`src/rtl/lsu_dram_ctrl_pkg.sv`:
```
// Shared types and lane helpers for the load/store DRAM controller.
package lsu_pkg;

   localparam int LSU_XLEN = 32;

   typedef enum logic [2:0] {
      LSU_B  = 3'b000,
      LSU_H  = 3'b001,
      LSU_W  = 3'b010,
      LSU_BU = 3'b100,
      LSU_HU = 3'b101
   } lsu_funct3_e;

   typedef enum logic [1:0] {
      IDLE = 2'd0,
      RD1  = 2'd1,
      RD2  = 2'd2,
      ST2  = 2'd3
   } lsu_state_e;

   // A zero mask doubles as the illegal-funct3 indicator.
   function automatic logic [3:0] sizeMask(input logic [2:0] funct3);
      case (funct3)
         LSU_B, LSU_BU: sizeMask = 4'b0001;
         LSU_H, LSU_HU: sizeMask = 4'b0011;
         LSU_W:         sizeMask = 4'b1111;
         default:       sizeMask = 4'b0000;
      endcase
   endfunction

   function automatic logic [LSU_XLEN-1:0] extendLoad(input logic [LSU_XLEN-1:0] data,
                                                      input logic [2:0] funct3);
      case (funct3)
         LSU_B:   extendLoad = {{24{data[7]}}, data[7:0]};
         LSU_H:   extendLoad = {{16{data[15]}}, data[15:0]};
         LSU_BU:  extendLoad = {24'h000000, data[7:0]};
         LSU_HU:  extendLoad = {16'h0000, data[15:0]};
         default: extendLoad = data;
      endcase
   endfunction

endpackage

```
`src/rtl/lsu_dram_ctrl_if.sv`:
```
// Request/response and DRAM port bundle of the load/store controller.
interface lsu_dram_ctrl_if #(
   parameter int ADDR_W = 16,
   parameter int XLEN   = 32
);
   logic              req_valid;
   logic              req_ready;
   logic              req_we;
   logic [2:0]        req_funct3;
   logic [XLEN-1:0]   req_addr;
   logic [XLEN-1:0]   req_wdata;
   logic              rsp_valid;
   logic [XLEN-1:0]   rsp_rdata;
   logic              rsp_err;
   logic [ADDR_W-1:0] dram_a;
   logic [3:0]        dram_we;
   logic [XLEN-1:0]   dram_din;
   logic [XLEN-1:0]   dram_spo;

   modport master (
      output req_valid, req_we, req_funct3, req_addr, req_wdata, dram_spo,
      input  req_ready, rsp_valid, rsp_rdata, rsp_err, dram_a, dram_we, dram_din
   );

   modport slave (
      input  req_valid, req_we, req_funct3, req_addr, req_wdata, dram_spo,
      output req_ready, rsp_valid, rsp_rdata, rsp_err, dram_a, dram_we, dram_din
   );
endinterface

```
`src/rtl/lsu_dram_ctrl_load_align.sv`:
```
// Merges {hi, lo} DRAM words, shifts the addressed bytes down and extends them.
module lsu_load_align
   import lsu_pkg::*;
(
   input  logic [LSU_XLEN-1:0] i_lo,
   input  logic [LSU_XLEN-1:0] i_hi,
   input  logic [1:0]          i_off,
   input  logic [2:0]          i_funct3,
   output logic [LSU_XLEN-1:0] o_data
);

   logic [LSU_XLEN-1:0] w_shifted;

   assign w_shifted = LSU_XLEN'({i_hi, i_lo} >> {i_off, 3'b000});
   assign o_data    = extendLoad(w_shifted, i_funct3);

endmodule

```
`src/rtl/lsu_dram_ctrl.sv`:
```
// Load/store controller for a one-cycle-latency byte-enable DRAM.
// Word-crossing accesses are split in two only when MISALIGN_SPLIT_EN is defined.
module lsu_dram_ctrl
   import lsu_pkg::*;
#(
   parameter int ADDR_W = 16,
   parameter int XLEN   = 32
) (
   input  logic            clk,
   input  logic            rst_n,
   lsu_dram_ctrl_if.slave  bus
);

   lsu_state_e        r_state, w_next;
   logic [ADDR_W-1:0] r_addr, w_reqWord, w_addrNext, w_dramA;
   logic [1:0]        r_off, w_off;
   logic [2:0]        r_funct3;
   logic [3:0]        w_mask, w_we;
   logic [7:0]        w_m8;
   logic [XLEN-1:0]   w_dLo, w_loLane, w_loadData, w_dramDin;
   logic              w_split, w_err, w_accept;
   logic              r_rspValid, r_rspErr;
   logic [XLEN-1:0]   r_rspRdata;
`ifdef MISALIGN_SPLIT_EN
   logic              r_split;
   logic [3:0]        r_weHi;
   logic [XLEN-1:0]   r_dHi, r_word0;
   logic [2*XLEN-1:0] w_d64;
`endif

   assign w_reqWord  = bus.req_addr[ADDR_W+1:2];
   assign w_off      = bus.req_addr[1:0];
   assign w_mask     = sizeMask(bus.req_funct3);
   assign w_m8       = {4'b0000, w_mask} << w_off;
   assign w_split    = |w_m8[7:4];
   assign w_accept   = bus.req_valid && (r_state == IDLE);
   assign w_addrNext = r_addr + ADDR_W'(1);

`ifdef MISALIGN_SPLIT_EN
   assign w_d64   = {{XLEN{1'b0}}, bus.req_wdata} << {w_off, 3'b000};
   assign w_dLo   = w_d64[XLEN-1:0];
   assign w_err   = ~|w_mask;
   assign w_loLane = (r_state == RD2) ? r_word0 : bus.dram_spo;
`else
   assign w_dLo   = bus.req_wdata << {w_off, 3'b000};
   assign w_err   = (~|w_mask) | w_split;
   assign w_loLane = bus.dram_spo;
`endif

   lsu_load_align u_align (
      .i_lo     (w_loLane),
      .i_hi     (bus.dram_spo),
      .i_off    (r_off),
      .i_funct3 (r_funct3),
      .o_data   (w_loadData)
   );

   always_comb begin
      w_next    = r_state;
      w_dramA   = w_reqWord;
      w_we      = 4'b0000;
      w_dramDin = w_dLo;
      case (r_state)
         IDLE: begin
            if (w_accept && !w_err) begin
               if (bus.req_we) begin
                  w_we = w_m8[3:0];
`ifdef MISALIGN_SPLIT_EN
                  if (w_split) w_next = ST2;
`endif
               end else begin
                  w_next = RD1;
               end
            end
         end
         RD1: begin
            w_dramA = r_addr;
            w_next  = IDLE;
`ifdef MISALIGN_SPLIT_EN
            if (r_split) begin
               w_dramA = w_addrNext;
               w_next  = RD2;
            end
`endif
         end
`ifdef MISALIGN_SPLIT_EN
         RD2: begin
            w_dramA = w_addrNext;
            w_next  = IDLE;
         end
         ST2: begin
            w_dramA   = w_addrNext;
            w_we      = r_weHi;
            w_dramDin = r_dHi;
            w_next    = IDLE;
         end
`endif
         default: w_next = IDLE;
      endcase
   end

   always_ff @(posedge clk or negedge rst_n) begin
      if (!rst_n) begin
         r_state    <= IDLE;
         r_addr     <= '0;
         r_off      <= '0;
         r_funct3   <= '0;
         r_rspValid <= 1'b0;
         r_rspErr   <= 1'b0;
         r_rspRdata <= '0;
`ifdef MISALIGN_SPLIT_EN
         r_split    <= 1'b0;
         r_weHi     <= '0;
         r_dHi      <= '0;
         r_word0    <= '0;
`endif
      end else begin
         r_state    <= w_next;
         r_rspValid <= 1'b0;
         r_rspErr   <= 1'b0;
         r_rspRdata <= '0;
         case (r_state)
            IDLE: begin
               if (w_accept) begin
                  r_addr   <= w_reqWord;
                  r_off    <= w_off;
                  r_funct3 <= bus.req_funct3;
`ifdef MISALIGN_SPLIT_EN
                  r_split  <= w_split;
                  r_weHi   <= w_m8[7:4];
                  r_dHi    <= w_d64[2*XLEN-1:XLEN];
`endif
                  if (w_err) begin
                     r_rspValid <= 1'b1;
                     r_rspErr   <= 1'b1;
                  end else if (bus.req_we && !w_split) begin
                     r_rspValid <= 1'b1;
                  end
               end
            end
            RD1: begin
`ifdef MISALIGN_SPLIT_EN
               if (r_split) begin
                  r_word0 <= bus.dram_spo;
               end else begin
                  r_rspValid <= 1'b1;
                  r_rspRdata <= w_loadData;
               end
`else
               r_rspValid <= 1'b1;
               r_rspRdata <= w_loadData;
`endif
            end
`ifdef MISALIGN_SPLIT_EN
            RD2: begin
               r_rspValid <= 1'b1;
               r_rspRdata <= w_loadData;
            end
            ST2: r_rspValid <= 1'b1;
`endif
            default: ;
         endcase
      end
   end

   // Write enables are gated by reset so an interrupted split store never completes.
   assign bus.req_ready = (r_state == IDLE);
   assign bus.dram_a    = w_dramA;
   assign bus.dram_we   = rst_n ? w_we : 4'b0000;
   assign bus.dram_din  = w_dramDin;
   assign bus.rsp_valid = r_rspValid;
   assign bus.rsp_rdata = r_rspRdata;
   assign bus.rsp_err   = r_rspErr;

endmodule

```
`src/flat_wrapper.sv`:
```
// flat-port wrapper written by rule: the top's interface ports become plain ports
module lsu_dram_ctrl_flat import lsu_pkg::*;
#(
   parameter int ADDR_W = 16,
   parameter int XLEN   = 32
)
  (clk, rst_n, bus_req_valid, bus_req_we, bus_req_funct3, bus_req_addr, bus_req_wdata, bus_dram_spo, bus_req_ready, bus_rsp_valid, bus_rsp_rdata, bus_rsp_err, bus_dram_a, bus_dram_we, bus_dram_din);
  lsu_dram_ctrl_if #(.ADDR_W(ADDR_W), .XLEN(XLEN)) bus_i ();
  input  logic clk;
  input  logic rst_n;
  input wire logic [$bits(bus_i.req_valid)-1:0] bus_req_valid;
  input wire logic [$bits(bus_i.req_we)-1:0] bus_req_we;
  input wire logic [$bits(bus_i.req_funct3)-1:0] bus_req_funct3;
  input wire logic [$bits(bus_i.req_addr)-1:0] bus_req_addr;
  input wire logic [$bits(bus_i.req_wdata)-1:0] bus_req_wdata;
  input wire logic [$bits(bus_i.dram_spo)-1:0] bus_dram_spo;
  output wire logic [$bits(bus_i.req_ready)-1:0] bus_req_ready;
  output wire logic [$bits(bus_i.rsp_valid)-1:0] bus_rsp_valid;
  output wire logic [$bits(bus_i.rsp_rdata)-1:0] bus_rsp_rdata;
  output wire logic [$bits(bus_i.rsp_err)-1:0] bus_rsp_err;
  output wire logic [$bits(bus_i.dram_a)-1:0] bus_dram_a;
  output wire logic [$bits(bus_i.dram_we)-1:0] bus_dram_we;
  output wire logic [$bits(bus_i.dram_din)-1:0] bus_dram_din;
  assign bus_i.req_valid = bus_req_valid;
  assign bus_i.req_we = bus_req_we;
  assign bus_i.req_funct3 = bus_req_funct3;
  assign bus_i.req_addr = bus_req_addr;
  assign bus_i.req_wdata = bus_req_wdata;
  assign bus_i.dram_spo = bus_dram_spo;
  assign bus_req_ready = bus_i.req_ready;
  assign bus_rsp_valid = bus_i.rsp_valid;
  assign bus_rsp_rdata = bus_i.rsp_rdata;
  assign bus_rsp_err = bus_i.rsp_err;
  assign bus_dram_a = bus_i.dram_a;
  assign bus_dram_we = bus_i.dram_we;
  assign bus_dram_din = bus_i.dram_din;
  lsu_dram_ctrl #(.ADDR_W(ADDR_W), .XLEN(XLEN)) u_core (.clk(clk), .rst_n(rst_n), .bus(bus_i));
endmodule
```
`config.mk`:
```
export PLATFORM = sky130hd
export DESIGN_NAME = lsu_dram_ctrl_flat
export DESIGN_NICKNAME = d
export VERILOG_FILES = /design/src/rtl/lsu_dram_ctrl_pkg.sv /design/src/rtl/lsu_dram_ctrl_if.sv /design/src/rtl/lsu_dram_ctrl_load_align.sv /design/src/rtl/lsu_dram_ctrl.sv /design/src/flat_wrapper.sv
export SDC_FILE = /design/constraint.sdc
export NUM_CORES = 1
export LEC_CHECK = 0
export BUFFER_PORTS_ARGS = -buffer_cell sky130_fd_sc_hd__buf_2
export CAP_MARGIN = 30
export CORE_AREA = 10 10 100 102
export CTS_CLUSTER_DIAMETER = 60
export DETAILED_ROUTE_END_ITERATION = 7
export DIE_AREA = 0 0 110 112
export GPL_ROUTABILITY_DRIVEN = 1
export PLACE_DENSITY_LB_ADDON = 0.12
export SYNTH_ARGS = -nofsm -noshare
export SYNTH_HDL_FRONTEND = slang
export SYNTH_SLANG_ARGS = --single-unit
```
`constraint.sdc`:
```
create_clock -name clk -period 2 [get_ports clk]
set_input_delay 0.4 -clock clk [delete_from_list [all_inputs] [get_ports clk]]
set_output_delay 0.4 -clock clk [all_outputs]
set_load 0.02 [all_outputs]
```
==> results.txt, run 1 <==
Die Ht: 112 um
Routability-driven placement congestion ratio: 0.856
Mean area per synthesized cell: 9.83 um^2
Post-synthesis cell area: 3510 um^2
Number of hold buffers added after CTS: 0
Critical hold path startpoint: bus_req_we
Standard cell core area: 8050 um^2
Post-route clock skew: 7.31 ps
Part of the Yosys area used for sequential elements: 0.399
Via count of the first global-routing pass: 3,466
DRC viols: 0
Share of the synthesized area in the top cell type: 0.399
Total chip power: 3.03 mW
Clock slew at reported path FFs: 90 ps
Cells along the critical path: buf_2, or4b_1, a21oi_1, a21oi_1, nor2_1, buf_2
Share of layout cells above drive strength 1: 0.489
Number of antenna violations at the first check in global routing: 0
Die Span X: 110 um
Wire length of the first global-routing pass: 16,800 um
Worst flop-to-flop path startpoint: u_core.r_funct3[0]$_DFFE_PN0P_
Iteration-0 DRC count of the detailed router: 109
Clock group share of total power: 0.240
Number of cell instances on the worst register-to-register path: 4
Syn nets: 460
Number of iterations in the first detailed-routing pass: 4
H-tree depth: 2
Outcome: finished clean
FMAX: 518 MHz
Latest clock arrival within the worst-skew pair: 310 ps
Number of cell rows: 33
Detailed Place HPWL: 8790 um
Worst-case hold path end point: u_core.r_state[0]$_DFFE_PN0P_
Number of hold violations in the final report: 0
Number of cells traversed by the worst hold path: 2
Critical path data required time: 1600 ps
Category of the worst setup path capture point: output port
Reg2Reg Capture Point: u_core.bus.rsp_rdata[20]$_DFF_PN0_
Relative contribution of combinational cells to total power: 0.340
Final number of max-transition violations: 0
Leakage: 2.40 nW
Overall die area: 12,300 um^2
Area growth from synthesis to final layout: 32.1%
Count of antenna diodes in the layout: 0
Effective utilization at floorplan: 0.436
Type of origin of the critical path: input port
Slew of the pin with the lowest slew margin: 690 ps
Setup violation total in the final timing report: 0
Number of input and output port buffers inserted: 175
Dpl ws: 69.9 ps
WL per Instance: 17.1 um
Number of instances in the synthesized netlist: 357
Count of antenna-violating nets left after detailed routing: 0
Global route total overflow: 0
Finished Core Util: 0.576
Unique cell type count in the Yosys netlist: 34
Worst-case headroom to the max-slew limit: 0.540
R2r setup slk: 290 ps
Fin nets: 632
Part of the cycle the worst path needs: 0.965
Arrival time of the worst setup path: 1530 ps
Total Wirelength: 10,800 um
Clock Sink Count: 56
Clock Path Buffers: 2
Via density: 5.20
Fillcell total: 731
Post-Route Hold Slack: 270 ps
Setup Total Neg Slack: 0 ps
Critical Path Fanout Max: 3
Setup slack after layout: 70.2 ps
Overall track demand over capacity in global routing: 0.167
CTS Root Buffer Type: sky130_fd_sc_hd__clkbuf_8
Minimum clock period after layout: 1930 ps
Seq pwr share: 0.421
Power spent charging and discharging nets: 1.01 mW
Count of boundary I/O pins: 190
Max stage delay cell, worst path: sky130_fd_sc_hd__or4b_1
Max capacitance violation total: 0
Worst Hold Class: input port to flop
Via count: 3,299
Critical path start-end classification: input port to output port
Maximum number of pins on one net before global-route repair: 57
Clock tree from TritonCTS: done
Count of state elements after synthesis: 56
Internal Power: 2.02 mW
Leading cell types by total area after synthesis: sky130_fd_sc_hd__dfrtp_1 40%, sky130_fd_sc_hd__mux2_2 15%, sky130_fd_sc_hd__mux2i_1 12%
Library cell occupying the most area in the post-synthesis netlist: sky130_fd_sc_hd__dfrtp_1
Launching element of the worst setup path: bus_req_addr[1]
Fraction of power spent switching nets: 0.333
Largest stage delay, worst path: 550 ps
Number of buffers inserted during clock tree synthesis: 5
Cell Pwr Density: 653 nW/um^2
Worst ir drop on vdd: 0.281 mV
Synthesis Warnings: 0
## metrics by stage
stage               cells  instance area (um^2)
floorplan             357                  3520
global placement      626                  4520
detailed placement    626                  4520
CTS                   634                  4630
global route          635                  4640
finish                635                  4640
## worst max-delay path: cells and delay by family
kind,cells,cell delay [ps]
compound gates,2,210
buf+inv,2,280
simple gates,2,630
## worst max path at each step
| stage | end | cells after the start |
|---|---|---|
| 2_1_floorplan | bus_dram_we[0] | 5 |
| 3_3_place_gp | bus_dram_we[3] | 6 |
| 3_5_place_dp | bus_dram_we[3] | 6 |
| 4_1_cts | bus_dram_a[4] | 3 |
| 5_1_grt | bus_dram_din[31] | 7 |
| 6_report | bus_dram_we[3] | 6 |
## cells in the mapped netlist, drive strengths merged
cell     instances
o21a             8
clkbuf           7
mux2            47
or3              1
nand2b           1
o311ai           1
o22ai            8
a211oi          17
mux2i           42
nand2           13
dfrtp           56
nand4            1
inv              3
and2             8
nand3b           1
nor2b           10
buf             20
nor3             2
o21ai           30
a21oi           20
nor3b            1
a31oi            1
a2111oi          2
a211o            1
nor2            55
or4b             1
## cells in the final DEF (no fill, tap or decap)
| cell type | Yosys | routed |
|---|---|---|
| sky130_fd_sc_hd__buf_2 | 11 | 175 |
| sky130_fd_sc_hd__dfrtp_1 | 56 | 56 |
| sky130_fd_sc_hd__nor2_1 | 55 | 55 |
| sky130_fd_sc_hd__mux2_2 | 46 | 46 |
| sky130_fd_sc_hd__mux2i_1 | 42 | 42 |
| sky130_fd_sc_hd__a21oi_1 | 20 | 20 |
| sky130_fd_sc_hd__o21ai_0 | 18 | 18 |
| sky130_fd_sc_hd__a211oi_1 | 16 | 16 |
| sky130_fd_sc_hd__buf_4 | 2 | 15 |
| sky130_fd_sc_hd__nand2_1 | 13 | 13 |
| sky130_fd_sc_hd__nor2b_1 | 10 | 10 |
| sky130_fd_sc_hd__o21ai_2 | 10 | 10 |
| sky130_fd_sc_hd__and2_1 | 8 | 8 |
| sky130_fd_sc_hd__o22ai_1 | 8 | 8 |
| sky130_fd_sc_hd__o21a_1 | 8 | 8 |
| sky130_fd_sc_hd__clkbuf_8 | 0 | 5 |
| sky130_fd_sc_hd__inv_1 | 2 | 2 |
| sky130_fd_sc_hd__nor3_1 | 2 | 2 |
| sky130_fd_sc_hd__o21ai_1 | 2 | 2 |
| sky130_fd_sc_hd__inv_2 | 1 | 1 |
| sky130_fd_sc_hd__nand4_1 | 1 | 1 |
| sky130_fd_sc_hd__or4b_1 | 1 | 1 |
| sky130_fd_sc_hd__nand2b_1 | 1 | 1 |
| sky130_fd_sc_hd__a31oi_1 | 1 | 1 |
| sky130_fd_sc_hd__a2111oi_2 | 0 | 1 |
| sky130_fd_sc_hd__a2111oi_0 | 2 | 1 |
| sky130_fd_sc_hd__mux2_1 | 1 | 1 |
| sky130_fd_sc_hd__o311ai_1 | 1 | 1 |
| sky130_fd_sc_hd__a211o_4 | 1 | 1 |
| sky130_fd_sc_hd__or3_1 | 1 | 1 |
| sky130_fd_sc_hd__a211oi_4 | 1 | 1 |
| sky130_fd_sc_hd__nand3b_1 | 1 | 1 |
| sky130_fd_sc_hd__nor3b_1 | 1 | 1 |
| sky130_fd_sc_hd__clkinv_2 | 0 | 1 |
| sky130_fd_sc_hd__clkbuf_1 | 7 | 1 |
| sky130_fd_sc_hd__bufinv_16 | 0 | 1 |
| sky130_fd_sc_hd__buf_6 | 2 | 1 |
| sky130_fd_sc_hd__buf_12 | 0 | 1 |
## logic make-up after synthesis
group                  count (synthesis)  synth area share
and+or+nand+nor                       94             0.120
muxes                                 89             0.271
AOI/OAI and AO/OA                     88             0.168
DFF                                   56             0.399
buffers and inverters                 30            0.0424
## cell type report
cell class	instances	area, um^2	area share
clock buffers	6	72.6	0.0157
clock inverters	2	35.0	0.00756
inverters	3	11.3	0.00243
multi-input cells	271	1970	0.424
repair buffers	192	1020	0.220
flip-flops and latches	56	1400	0.302
well taps	105	131	0.0283
## power by group through the flow
| stage | clock network (mW) | logic [mW] | registers, mW |
|---|---|---|---|
| final | 0.726 | 1.03 | 1.27 |
| after detailed placement | 0 | 1.04 | 1.30 |
| after global placement | 0 | 1.03 | 1.29 |
| after CTS | 0.740 | 1.04 | 1.27 |
| after floorplan | 0 | 0.644 | 1.32 |
| after global routing | 0.778 | 1.13 | 1.29 |
## registers in the layout, indices dropped and copies added, names as in the netlist
register	cells
u_core.r_addr	16
u_core.bus.rsp_err	1
u_core.bus.rsp_rdata	32
u_core.bus.rsp_valid	1
u_core.r_state	1
u_core.r_off	2
u_core.r_funct3	3
## metal layers
layer  track usage  wire length, um  vias up
met5             0                0        -
met4        0.0434              131        0
met3        0.0698             1300       12
met2         0.282             5210      140
met1         0.188             4200     1521
li1              -                -     1626
## timing repair
action	CTS	global route
resized for setup	0	1
setup buffers	0	1
endpoints found under the setup margin	0	17
Power figures use the tool's default switching activity.
==> inputs of run 2 (changes only) <==
CELL_PAD_IN_SITES_DETAIL_PLACEMENT = 0   (was unset)
CELL_PAD_IN_SITES_GLOBAL_PLACEMENT = 1   (was unset)
CORE_AREA = 10 10 115 117   (was 10 10 100 102)
DIE_AREA = 0 0 125 127   (was 0 0 110 112)
SKIP_CTS_REPAIR_TIMING = 1   (was unset)
==> results.txt, run 2 (same netlist as run 1, synthesis figures left out) <==
Count of boundary I/O pins: 190
Cell Pwr Density: 690 nW/um^2
Worst-case headroom to the max-slew limit: 0.481
Leakage: 2.46 nW
Largest stage delay, worst path: 550 ps
Setup Total Neg Slack: 0 ps
FMAX: 518 MHz
Number of buffer and inverter instances along the worst setup path: 2
CTS Root Buffer Type: sky130_fd_sc_hd__clkbuf_16
Highest-count cells in the layout ignoring fill and taps: 174 x sky130_fd_sc_hd__buf_2, 55 x sky130_fd_sc_hd__nor2_1, 55 x sky130_fd_sc_hd__dfrtp_1, 46 x sky130_fd_sc_hd__mux2_2, 42 x sky130_fd_sc_hd__mux2i_1
Cells along the critical path: buf_2, or4b_4, a21oi_2, a21oi_1, nor2_1, buf_2
Count of antenna-violating nets left after detailed routing: 0
R2r setup slk: 320 ps
Post-route clock skew: 8.31 ps
Worst ir drop on vdd: 0.469 mV
Area growth from synthesis to final layout: 36.9%
Outcome: finished clean
Minimum clock period after layout: 1930 ps
Die Ht: 127 um
Fin nets: 637
Via count: 3,316
Routability-driven placement congestion ratio: 0.813
Overall die area: 15,900 um^2
Standard cell core area: 11,100 um^2
Largest delay share family, worst path: simple AND/OR/NAND/NOR gates
Iteration-0 DRC count of the detailed router: 130
Worst Hold Class: input port to async pin
DRC viols: 0
Number of input and output port buffers inserted: 175
Via count of the first global-routing pass: 3,571
Unrepaired setup endpoints after global routing: no
Number of cell rows: 39
Arrival time of the worst setup path: 1530 ps
Category of the worst setup path capture point: output port
WL per Instance: 16.6 um
Post-Route Hold Slack: 271 ps
Number of hold violations in the final report: 0
Slew of the pin with the lowest slew margin: 777 ps
Overall track demand over capacity in global routing: 0.138
Clock slew at reported path FFs: 70 ps
Max capacitance violation total: 0
Number of buffers inserted during clock tree synthesis: 5
Share of layout cells above drive strength 1: 0.501
H-tree depth: 2
Number of flip-flops in the largest register: 32
Count of antenna diodes in the layout: 0
Via density: 4.89
Die Span X: 125 um
Most frequent cell on the critical path: sky130_fd_sc_hd__buf_2
Max stage delay cell, worst path: sky130_fd_sc_hd__or4b_4
Setup violation total in the final timing report: 0
Detailed Place HPWL: 9060 um
Clock tree from TritonCTS: done
Total Wirelength: 11,200 um
Final number of max-transition violations: 0
Clock Sink Count: 56
Commonest non-fill, non-tap cell in the layout: sky130_fd_sc_hd__buf_2
Number of antenna violations at the first check in global routing: 0
Maximum number of pins on one net before global-route repair: 57
Latest clock arrival within the worst-skew pair: 300 ps
Number of iterations in the first detailed-routing pass: 4
Global route total overflow: 0
Critical path start-end classification: input port to output port
Clock Path Buffers: 2
Wire length of the first global-routing pass: 18,400 um
Type of origin of the critical path: input port
Effective utilization at floorplan: 0.315
Critical Path Fanout Max: 4
Part of the cycle the worst path needs: 0.965
Critical path data required time: 1600 ps
[run 2: per-stage QoR]
stage	instance area [um^2]	worst slack [ps]	utilization	instances	power [mW]
2_1_floorplan	3520	32.1	-	357	1.96
3_3_place_gp	4620	60.5	0.416	670	2.36
3_5_place_dp	4620	47.4	0.416	670	2.37
4_1_cts	4790	33.2	0.430	678	3.37
5_1_grt	4810	7.01	0.432	678	3.52
6_report	4810	69.9	0.432	678	3.31
[run 2: final timing paths]
kind,end,startpoint,cells past startpoint
worst max-delay path,bus_dram_we[3],bus_req_addr[1],6
worst min-delay path,u_core.r_addr[2]$_DFFE_PN0P_,rst_n,2
worst max register to register,u_core.bus.rsp_rdata[17]$_DFF_PN0_,u_core.r_funct3[0]$_DFFE_PN0P_,4
worst min register to register,u_core.r_addr[9]$_DFFE_PN0P_,u_core.r_addr[9]$_DFFE_PN0P_,1
max in group asynchronous,u_core.r_off[1]$_DFFE_PN0P_,rst_n,2
min in group clk,u_core.r_state[0]$_DFFE_PN0P_,bus_req_we,2
[run 2: area by class of cell]
| class | count | area (um^2) |
|---|---|---|
| clock buffers | 6 | 129 |
| clock inverters | 2 | 35.0 |
| fillers | 1134 | 6320 |
| inverters | 3 | 11.3 |
| multi-input cells | 271 | 1980 |
| flip-flops and latches | 56 | 1400 |
| well taps | 143 | 179 |
| repair buffers | 197 | 1070 |
[run 2: routing by layer]
layer / wire length, um / global-route usage / vias to the layer above
li1: - / - / 1638
met1: 4720 / 0.158 / 1549
met2: 5460 / 0.239 / 124
met3: 944 / 0.0538 / 5
met4: 116 / 0.0346 / 0
met5: 0 / 0 / -
[run 2: power by group]
group / switching [mW] / leakage [nW] / total [mW] / internal, mW
clock network: 0.394 / 0.0808 / 0.984 / 0.590
registers: 0.0516 / 0.724 / 1.27 / 1.22
logic: 0.609 / 1.65 / 1.06 / 0.449
